[src/rtl/fetch_unit.sv]
// Instruction-fetch front end: credit-limited in-order fetch, prefetch FIFO, redirect/flush.
// Optional perf counters (FetchCount/DropCount/StallCount) are enabled by defining FETCH_PERF_EN.
module fetch_unit #(
    parameter int                INSTR_W  = 26,
    parameter int                ADDR_W   = 32,
    parameter int                DEPTH    = 4,
    parameter logic [ADDR_W-1:0] RESET_PC = '0
) (
    input  logic               clk,
    input  logic               reset,
    input  logic               PCSrc,
    input  logic [ADDR_W-1:0]  BranchTarget,
    output logic               IMemReq,
    output logic [ADDR_W-1:0]  IMemAddr,
    input  logic               IMemGnt,
    input  logic [INSTR_W-1:0] IMemRData,
    input  logic               IMemRValid,
    output logic [INSTR_W-1:0] Instr,
    output logic [ADDR_W-1:0]  PCF,
    output logic               InstrValid,
`ifdef FETCH_PERF_EN
    output logic [31:0]        FetchCount,
    output logic [31:0]        DropCount,
    output logic [31:0]        StallCount,
`endif
    input  logic               InstrReady
);

    localparam int AW = $clog2(DEPTH);
    localparam int CW = AW + 1;

    logic [ADDR_W-1:0]  fetch_pc;
    logic [INSTR_W-1:0] fifo_instr [DEPTH];
    logic [ADDR_W-1:0]  fifo_pc    [DEPTH];
    logic [ADDR_W-1:0]  aq_pc      [DEPTH];
    logic [AW-1:0]      rd_ptr, wr_ptr, aq_rd, aq_wr;
    logic [CW-1:0]      fill, outstanding, drop;
    logic [CW:0]        credit_used;
    logic               accept, resp, push, pop;

    // Requests already in flight hold a FIFO slot, so fill+outstanding bounds the credit.
    assign credit_used = {1'b0, fill} + {1'b0, outstanding};
    assign IMemReq     = !reset && !PCSrc && (credit_used < (CW+1)'(DEPTH));
    assign IMemAddr    = fetch_pc;

    assign accept = IMemReq && IMemGnt;
    assign resp   = IMemRValid;
    assign push   = resp && !PCSrc && (drop == '0);
    assign pop    = InstrValid && InstrReady && !PCSrc;

    assign InstrValid = (fill != '0);
    assign Instr      = InstrValid ? fifo_instr[rd_ptr] : '0;
    assign PCF        = InstrValid ? fifo_pc[rd_ptr]    : '0;

    always_ff @(posedge clk) begin
        if (reset) begin
            fetch_pc    <= RESET_PC;
            rd_ptr      <= '0;
            wr_ptr      <= '0;
            aq_rd       <= '0;
            aq_wr       <= '0;
            fill        <= '0;
            outstanding <= '0;
            drop        <= '0;
        end else if (PCSrc) begin
            // Every request still in flight (minus one returning now) belongs to the old path.
            fetch_pc    <= BranchTarget;
            rd_ptr      <= '0;
            wr_ptr      <= '0;
            aq_rd       <= '0;
            aq_wr       <= '0;
            fill        <= '0;
            outstanding <= outstanding - CW'(resp);
            drop        <= outstanding - CW'(resp);
        end else begin
            if (accept) begin
                fetch_pc <= fetch_pc + ADDR_W'(4);
                aq_wr    <= aq_wr + 1'b1;
            end
            if (push) begin
                wr_ptr <= wr_ptr + 1'b1;
                aq_rd  <= aq_rd + 1'b1;
            end
            if (pop)
                rd_ptr <= rd_ptr + 1'b1;
            fill        <= fill + CW'(push) - CW'(pop);
            outstanding <= outstanding + CW'(accept) - CW'(resp);
            if (resp && (drop != '0))
                drop <= drop - 1'b1;
        end
    end

    // Storage carries no reset; pointers and fill decide what is visible.
    always_ff @(posedge clk) begin
        if (accept)
            aq_pc[aq_wr] <= fetch_pc;
        if (push) begin
            fifo_instr[wr_ptr] <= IMemRData;
            fifo_pc[wr_ptr]    <= aq_pc[aq_rd];
        end
    end

    a_no_overflow: assert property (@(posedge clk) disable iff (reset)
        !(push && !pop && (fill == CW'(DEPTH))));
    a_counters_bounded: assert property (@(posedge clk) disable iff (reset)
        (outstanding <= CW'(DEPTH)) && (drop <= CW'(DEPTH)) && (drop <= outstanding));

`ifdef FETCH_PERF_EN
    function automatic logic [31:0] sat_inc(input logic [31:0] v, input logic en);
        if (!en || (v == 32'hFFFF_FFFF))
            return v;
        return v + 32'd1;
    endfunction

    always_ff @(posedge clk) begin
        if (reset) begin
            FetchCount <= '0;
            DropCount  <= '0;
            StallCount <= '0;
        end else begin
            FetchCount <= sat_inc(FetchCount, accept);
            DropCount  <= sat_inc(DropCount, resp && !push);
            StallCount <= sat_inc(StallCount, InstrValid && !InstrReady);
        end
    end
`endif

endmodule

[config.mk]
export PLATFORM = sky130hd
export DESIGN_NAME = fetch_unit
export DESIGN_NICKNAME = d
export VERILOG_FILES = /design/src/rtl/fetch_unit.sv
export SDC_FILE = /design/constraint.sdc
export NUM_CORES = 1
export LEC_CHECK = 0
export ABC_CLOCK_PERIOD_IN_PS = 4300
export CORE_UTILIZATION = 28
export CTS_CLUSTER_SIZE = 30
export DETAILED_ROUTE_END_ITERATION = 10
export HOLD_SLACK_MARGIN = 0.05
export PLACE_DENSITY = 0.55
export SLEW_MARGIN = 15
export SYNTH_ARGS = -nofsm -noshare
export SYNTH_HDL_FRONTEND = slang
export SYNTH_SLANG_ARGS = --single-unit
export TNS_END_PERCENT = 5
[constraint.sdc]
create_clock -name clk -period 4.3 [get_ports clk]
set_input_delay 0.86 -clock clk [delete_from_list [all_inputs] [get_ports clk]]
set_output_delay 0.86 -clock clk [all_outputs]
set_load 0.03 [all_outputs]
# Yosys cells after proc, flatten, opt, wreduce, memory -nomap -nowiden
# Memories as Yosys holds them, arrays and structs flattened. A register that Yosys moved wholly into a read port is not among the register bits.
# Index checks and enable logic that the tools add are counted.
[op_classes]
n_addsub = 12
order_cmp = 1
mux = 17
n_reduce_logical = 16
[op_table]
columns = ["operator", "count"]
rows = [
  ["two-way mux 32 bit", 3],
  ["adder 32 x 3 -> 32 bit, second input constant", 1],
  ["two-way mux 26 bit", 1],
  ["two-way mux 2 bit", 6],
  ["two-way mux 3 bit", 3],
  ["subtractor 3 x 1 -> 3 bit", 3],
  ["adder 2 x 1 -> 2 bit, second input constant", 4],
  ["logical AND 1 bit", 8],
  ["adder 3 x 1 -> 3 bit", 2],
  ["nonzero test 3 bit", 2],
  ["adder 3 x 3 -> 4 bit", 1],
  ["< comparator 4 x 3 -> 1 bit, second input constant", 1],
  ["two-way mux 1 bit", 4],
  ["nonzero test 2 bit", 2],
  ["logical NOT 3 bit", 1],
  ["subtractor 3 x 1 -> 3 bit, second input constant", 1],
  ["logical NOT 1 bit", 2],
  ["OR reduction 2 bit", 1],
]
[totals]
reg_bits = 49
ram_bits = 360
inputBits = 64
output_inout_bits = 92
elab_cells = 57
n_memories = 3
[memory_table]
columns = ["memory", "words", "width", "rd", "rd_ports_with_merged_regs", "write_ports", "line_no", "rtl"]
rows = [
  ["aq_pc", 4, 32, 1, 1, 1, "35", "logic [ADDR_W-1:0] aq_pc [DEPTH];"],
  ["fifo_pc", 4, 32, 1, 1, 1, "34", "logic [ADDR_W-1:0] fifo_pc [DEPTH];"],
  ["fifo_instr", 4, 26, 1, 1, 1, "33", "logic [INSTR_W-1:0] fifo_instr [DEPTH];"],
]

# Logic depth before layout (Yosys ltp)
# Gate-level depths: netlist of run 1.
[depth]
word_depth = 7
ltp_mapped = 14
ltp_nobuf = 12

# Worst setup path before layout of run 1
# No wires, ideal clock.
[synth_timing]
kind = "input port to flip-flop"
from = "input port PCSrc"
to = "register outstanding[2]"
setup_ns = 0.128
arrival_time_ns = 3.155
t_required_ns = 4.172
path_slack_ns = 1.017
stages = 13
path_cell_list = "nor4b_4 and2_4 inv_2 buf_2 buf_1 ha_1 inv_1 ha_1 fa_1 xor2_1 o21ai_0 xnor2_1 nor2_1"
[synth_between]
elab_chain_len = 7
[synth_lines]
columns = ["element", "line_no", "rtl"]
rows = [
  ["start, declared", "11", "input logic PCSrc,"],
  ["logical NOT 1 bit", "43", "assign IMemReq = !reset && !PCSrc && (credit_used < (CW+1)'(DEPTH));"],
  ["logical AND 1 bit (2 in series)", "43", ""],
  ["logical AND 1 bit", "46", "assign accept = IMemReq && IMemGnt;"],
  ["adder 3 x 1 -> 3 bit", "87", "outstanding <= outstanding + CW'(accept) - CW'(resp);"],
  ["subtractor 3 x 1 -> 3 bit", "87", ""],
  ["two-way mux 3 bit *", "65", "end else if (PCSrc) begin"],
  ["end signal, assigned", "73", "outstanding <= outstanding - CW'(resp);"],
  ["end signal, assigned", "87", ""],
  ["end, declared", "37", "logic [CW-1:0] fill, outstanding, drop;"],
]
# Mark *: on every way between the ends. The rest lies on a longest branch, timed or not.
# A chain may end at the register's enable or synchronous reset.

==> flow_summary.json, run 1 <==
{
  "worstHoldPathType": "reg2reg",
  "busiest_layer": "met2",
  "cpPeakStageDelay_ns": 0.60,
  "root_buffer": "clkbuf_16",
  "avgRoutedWirePerCell_um": 20.2,
  "arrival_ns": 2.84,
  "area_growth_pct": 25.5,
  "ys_seq_area_frac": 0.724,
  "grt_use_met2": 0.206,
  "yosys_warnings": 0,
  "syn_inst": 890,
  "rows": 88,
  "routed_wl_um": 37900,
  "crit_required_ns": 3.44,
  "maxCapViolCount": 0,
  "viasPerCell": 4.62,
  "dpl_cell_area_um2": 19100,
  "async_flop_share": 0,
  "cts.sinks": 413,
  "track_usage": 0.129,
  "vdd_drop_max_uv": 337,
  "status": "finished, final reports clean",
  "use_met3": 0.0237,
  "multi_input_area_um2": 4260,
  "h-tree-depth": 2,
  "critical_path.top_delay_family": "buffers and inverters",
  "die_y_um": 244,
  "fillers": 5422,
  "avgSynthCellArea_um2": 18.4,
  "vias": 8682,
  "crit_path_max_fanout": 14,
  "rrSetupSlack_ns": 1.26,
  "fin_crit_ns": 3.70,
  "worstMarginPinSlew_ns": 1.01,
  "antenna_cells": 0,
  "antenna_found_initial": 0,
  "ctsHoldBuffers": 0,
  "relSlewSlack": 0.326,
  "fin_area_um2": 20600,
  "cts_tree": "done",
  "met1_usage": 0.178,
  "grt_pass1_wl_um": 57400,
  "fmaxAchievable_mhz": 271,
  "leakagePower_uw": 0.00645,
  "slowest_stage": "clkdlybuf4s50_1",
  "io_buffer_count": 155,
  "crit_chain": "buf_4 -> mux4_2 -> nor2b_1 -> clkdlybuf4s50_1",
  "dr.pass1.iters": 4,
  "rsz0062_at_grt": "false",
  "final.setup.tns_ns": 0,
  "holdWs_ns": 0.504,
  "synth_edf_count": 360,
  "insertion_delay_ns": 0.57,
  "post_cts_resized": 0,
  "drt_iter0_markers": 503,
  "startpoint_type": "flop",
  "setup_ws_ns": 0.603,
  "numCtsBuffers": 46,
  "syn-num-nets": 975,
  "synthesis.area_um2": 16400,
  "drv_slew": 0,
  "path_clk_slew_ns": 0.06,
  "io_pins": 156,
  "grt_pass1_vias": 8933,
  "cp.buffers_inverters": 2,
  "gp_congestion": 0.729,
  "cts_setup_buffers": 0,
  "route.detailed.drc": 0,
  "detailed_place_hpwl_um": 23700,
  "p_per_area_nw_per_um2": 441,
  "die_x_um": 244,
  "fin_crit_sh": 0.860,
  "synth-seq-cells": 413,
  "regArea_um2": 11900,
  "core_um2": 57800,
  "synth_ff_type": "edfxtp_1",
  "critPathKind": "reg2out",
  "final_nets": 1161,
  "clockBufferDepth": 3,
  "gr-total-overflow": 0,
  "clock_skew_ns": 0.0196,
  "synth_cell_types": 58,
  "hold_violations": 0,
  "die_area_um2": 59500,
  "place_worst_setup_slack_ns": 0.572,
  "initial_utilization": 0.284,
  "finalSetupViolations": 0,
  "ant_nets": 0,
  "drive_gt1_frac": 0.183,
  "endpoint_kind": "output port",
  "grt_start_max_net_pins": 61
}
==> layout by cell type, fill, tap and decap left out, types with 19 or more instances in the layout <==
| cell | count |
|---|---|
| edfxtp_1 | 360 |
| clkbuf_16 | 46 |
| mux4_2 | 90 |
| nor2b_1 | 58 |
| dfxtp_1 | 50 |
| clkdlybuf4s50_1 | 153 |
| nand2_1 | 33 |
| ha_1 | 19 |
| a21oi_1 | 24 |
| nor2_1 | 33 |
==> layer usage <==
layer	part of all wire	up-vias
li1	-	3915
met1	0.46	4511
met5	0	-
met4	0.017	0
met2	0.47	212
met3	0.047	44
==> metrics by stage <==
stage	util	power (µW)	std cells
finish	0.356	9060	1878
global route	0.356	9380	1878
CTS	0.356	9200	1878
detailed placement	0.330	5260	1793
global placement	0.330	5250	1793
floorplan	-	4950	890
==> state kept, by name, indices dropped and copies added (netlist names), 3 cells and up, named ones only <==
signal and cells:
aq_pc 128, fifo_pc 128, fifo_instr 104, IMemAddr 32
drop 3, fill 3, outstanding 3
==> kinds of logic after synthesis <==
group,synth area share
compound gates,0.0321
xor+xnor,0.0102
fa+ha+maj,0.0169
buf+inv,0.0167
flops,0.724
mux,0.128
simple gates,0.0724
==> Yosys cell counts, types with 3 or more instances <==
cell,instances,area share
nand2_1,33,0.0076
ha_1,19,0.015
or3_1,5,0.0019
a311oi_1,3,0.0016
nand4_1,11,0.0042
clkbuf_1,26,0.0060
mux4_2,90,0.12
a211oi_1,6,0.0027
nor3_1,5,0.0015
dfxtp_1,53,0.065
and2_1,9,0.0034
and3_1,9,0.0034
mux2_1,3,0.0021
inv_1,18,0.0041
a21oi_1,24,0.0073
nand3_1,11,0.0034
edfxtp_1,360,0.66
nor2b_1,58,0.022
a31oi_1,11,0.0042
buf_2,12,0.0037
buf_1,5,0.0011
nor2_1,33,0.0076
o21ai_0,12,0.0037
xor2_1,6,0.0032
nor3b_1,3,0.0014
and4_1,3,0.0016
mux2i_1,3,0.0018
xnor2_1,13,0.0069
nand4_4,3,0.0039
nand2b_1,3,0.0011
==> area by class of cell <==
cell class	count	area share
Clock buffer	54	0.0574
Multi-Input combinational cell	412	0.207
Tap cell	765	0.0465
Sequential cell	413	0.578
Inverter	20	0.00365
Timing Repair Buffer	183	0.0920
Clock inverter	31	0.0156
==> worst reg2reg max path: stages (launching register included) <==
cell and delay, ns:
dfxtp_1 0.42, ha_1 0.29, a311oi_4 0.33, and2_4 0.40, inv_2 0.06, ha_1 0.27
inv_1 0.04, ha_1 0.18, fa_1 0.38, xor2_1 0.16, o21ai_0 0.19, xnor2_1 0.14
nor2_1 0.05
==> final timing paths <==
check	cells after the start	start	endpoint
setup / recovery	4	flop	PCF[14]
hold / removal	2	aq_wr[1]	aq_wr[1]
setup reg to reg	12	fill[1]	outstanding[2]
hold reg to reg	2	aq_wr[1]	aq_wr[1]
==> power by group <==
part | total, µW | switching, µW | leakage (µW) | internal (µW)
sequential | 4550 | 89.1 | 0.00370 | 4460
clock | 3900 | 1570 | 0.000720 | 2330
combinational | 615 | 338 | 0.00203 | 277
total | 9060 | 2000 | 0.00645 | 7070
Note: power is estimated with default switching activity, not from simulation.
==> run 2: changes to the inputs <==
SKIP_CTS_REPAIR_TIMING = 1   (was default)
==> results of run 2 <==
No change in the layout: final DEF, timing and power equal those of run 1.
==> run 3: changes to the inputs <==
CTS_CLUSTER_DIAMETER = 200   (was default)
SLEW_MARGIN = 20   (was 15)
==> run 3 against run 2 <==
Effect of this change:
- setup slack lost 0.00097 ns
- flip-flop and latch count unchanged
- clock power fell by 50%
- die area unchanged
- cell area fell by 5.0%
- count of clock-buffer cells in the layout shrank 26
- first-iteration DRC count rose by 17%
- sequential power about the same
- total power decreased by 22%
- critical path depth stayed put
- largest power group unchanged
==> flow_summary.json, run 3 (synthesized netlist as in run 1, its figures left out) <==
{
  "status": "finished, final reports clean",
  "gp_congestion": 0.729,
  "viasPerCell": 4.61,
  "crit_path_max_fanout": 14,
  "cpPeakStageDelay_ns": 0.60,
  "setup_ws_ns": 0.602,
  "root_buffer": "clkbuf_16",
  "drv_slew": 0,
  "vias": 8398,
  "io_buffer_count": 155,
  "gr-total-overflow": 0,
  "die_y_um": 244,
  "ant_nets": 0,
  "min_to": "aq_wr[1]",
  "holdWs_ns": 0.508,
  "h-tree-depth": 1,
  "final_nets": 1132,
  "clock_skew_ns": 0.0359,
  "initial_utilization": 0.284,
  "cts.sinks": 413,
  "die_area_um2": 59500,
  "numCtsBuffers": 17,
  "r2r_cells": 12,
  "reg2reg_to": "outstanding[2]",
  "slowest_stage": "mux4_2",
  "largestRegisters": "aq_pc: 128 flops, fifo_pc: 128 flops, fifo_instr: 104 flops",
  "detailed_place_hpwl_um": 23700,
  "arrival_ns": 2.84,
  "min-delay-start": "aq_wr[1]",
  "rows": 88,
  "relSlewSlack": 0.312,
  "track_usage": 0.124,
  "startpoint_type": "flop",
  "antenna_cells": 0,
  "worstHoldPathType": "reg2reg",
  "r2r_start": "fill[1]",
  "path_clk_slew_ns": 0.11,
  "fin_area_um2": 19500,
  "die_x_um": 244,
  "grt_pass1_wl_um": 55700,
  "drt_iter0_markers": 589,
  "core_um2": 57800,
  "dr.pass1.iters": 4,
  "fmaxAchievable_mhz": 270,
  "mostFrequentLayoutCells": "edfxtp_1, clkdlybuf4s50_1, mux4_2, nor2b_1, dfxtp_1",
  "grt_pass1_vias": 8573,
  "cts_tree": "done",
  "clockBufferDepth": 3,
  "insertion_delay_ns": 0.56,
  "endpoint_kind": "output port",
  "drive_gt1_frac": 0.151,
  "fin_crit_ns": 3.70,
  "fin_crit_sh": 0.860,
  "vdd_drop_max_uv": 257,
  "grt_start_max_net_pins": 61,
  "rsz0062_at_grt": "false",
  "io_pins": 156,
  "critPathKind": "reg2out",
  "place_worst_setup_slack_ns": 0.572,
  "p_per_area_nw_per_um2": 363,
  "avgRoutedWirePerCell_um": 20.2,
  "worstMarginPinSlew_ns": 1.03,
  "maxCapViolCount": 0,
  "fillers": 5498,
  "routed_wl_um": 36900,
  "area_growth_pct": 19.2,
  "crit_chain": "buf_4 -> mux4_2 -> nor2b_1 -> clkdlybuf4s50_1",
  "final_common_cell": "edfxtp_1",
  "dpl_cell_area_um2": 19100,
  "leakagePower_uw": 0.00597,
  "finish.utilization": 0.338,
  "crit_required_ns": 3.44,
  "rrSetupSlack_ns": 1.24,
  "antenna_found_initial": 0,
  "finalSetupViolations": 0,
  "route.detailed.drc": 0,
  "worstHoldPathCells": 2,
  "final.setup.tns_ns": 0,
  "hold_violations": 0
}
-- run 3: cell types whose count changed in the layout (fill, tap and decap cells not counted), sizes merged --
cell / before / now
inv: 23 / 21
bufinv: 6 / 0
clkbuf: 54 / 28
clkinvlp: 3 / 0
clkinv: 19 / 1
-- run 3: worst max-delay path by stage --
stage           from              to  slack [ns]  depth (start not counted)
2_1_floorplan  PCSrc  outstanding[2]        1.02                         13
3_3_place_gp   reset  outstanding[2]        0.55                         12
3_5_place_dp   reset  outstanding[2]        0.57                         12
4_1_cts         flop         PCF[14]        0.48                          4
5_1_grt         flop         PCF[21]        0.42                          4
6_report        flop         PCF[14]        0.60                          4
-- run 3: worst max-delay path, delay by kind of cell (launching register included) --
| family | cells | cell delay, ns |
|---|---|---|
| buffers and inverters | 2 | 0.96 |
| flip-flops | 1 | 0.59 |
| multiplexers | 1 | 0.60 |
| AND/OR/NAND/NOR | 1 | 0.15 |
-- run 3: area by class of cell --
class                   count  area (µm²)  area share
clock inverters             2        17.5    0.000896
well taps                 765         957      0.0490
flip-flops and latches    413       11900       0.608
inverters                  20        75.1     0.00384
clock buffers              28         467      0.0239
repair buffers            183        1890      0.0968
multi-input cells         412        4260       0.218
-- run 3: layer usage --
metal | share of wire | GRT usage | vias up
met5 | 0 | 0 | -
met4 | 0.011 | 0.0221 | 0
met3 | 0.040 | 0.0155 | 26
li1 | - | - | 3819
met1 | 0.47 | 0.176 | 4368
met2 | 0.48 | 0.204 | 185
-- run 3: power breakdown --
group / internal [µW] / switching [µW] / total, µW / leakage (µW)
Combinational: 277 / 336 / 614 / 0.00203
Sequential: 4450 / 88.0 / 4540 / 0.00370
Clock: 769 / 1180 / 1950 / 0.000232
-- run 3: through the flow --
| step | power [µW] | instances |
|---|---|---|
| after floorplan | 4950 | 890 |
| after global placement | 5250 | 1793 |
| after detailed placement | 5260 | 1793 |
| after CTS | 7190 | 1823 |
| after global routing | 7350 | 1823 |
| final | 7100 | 1823 |
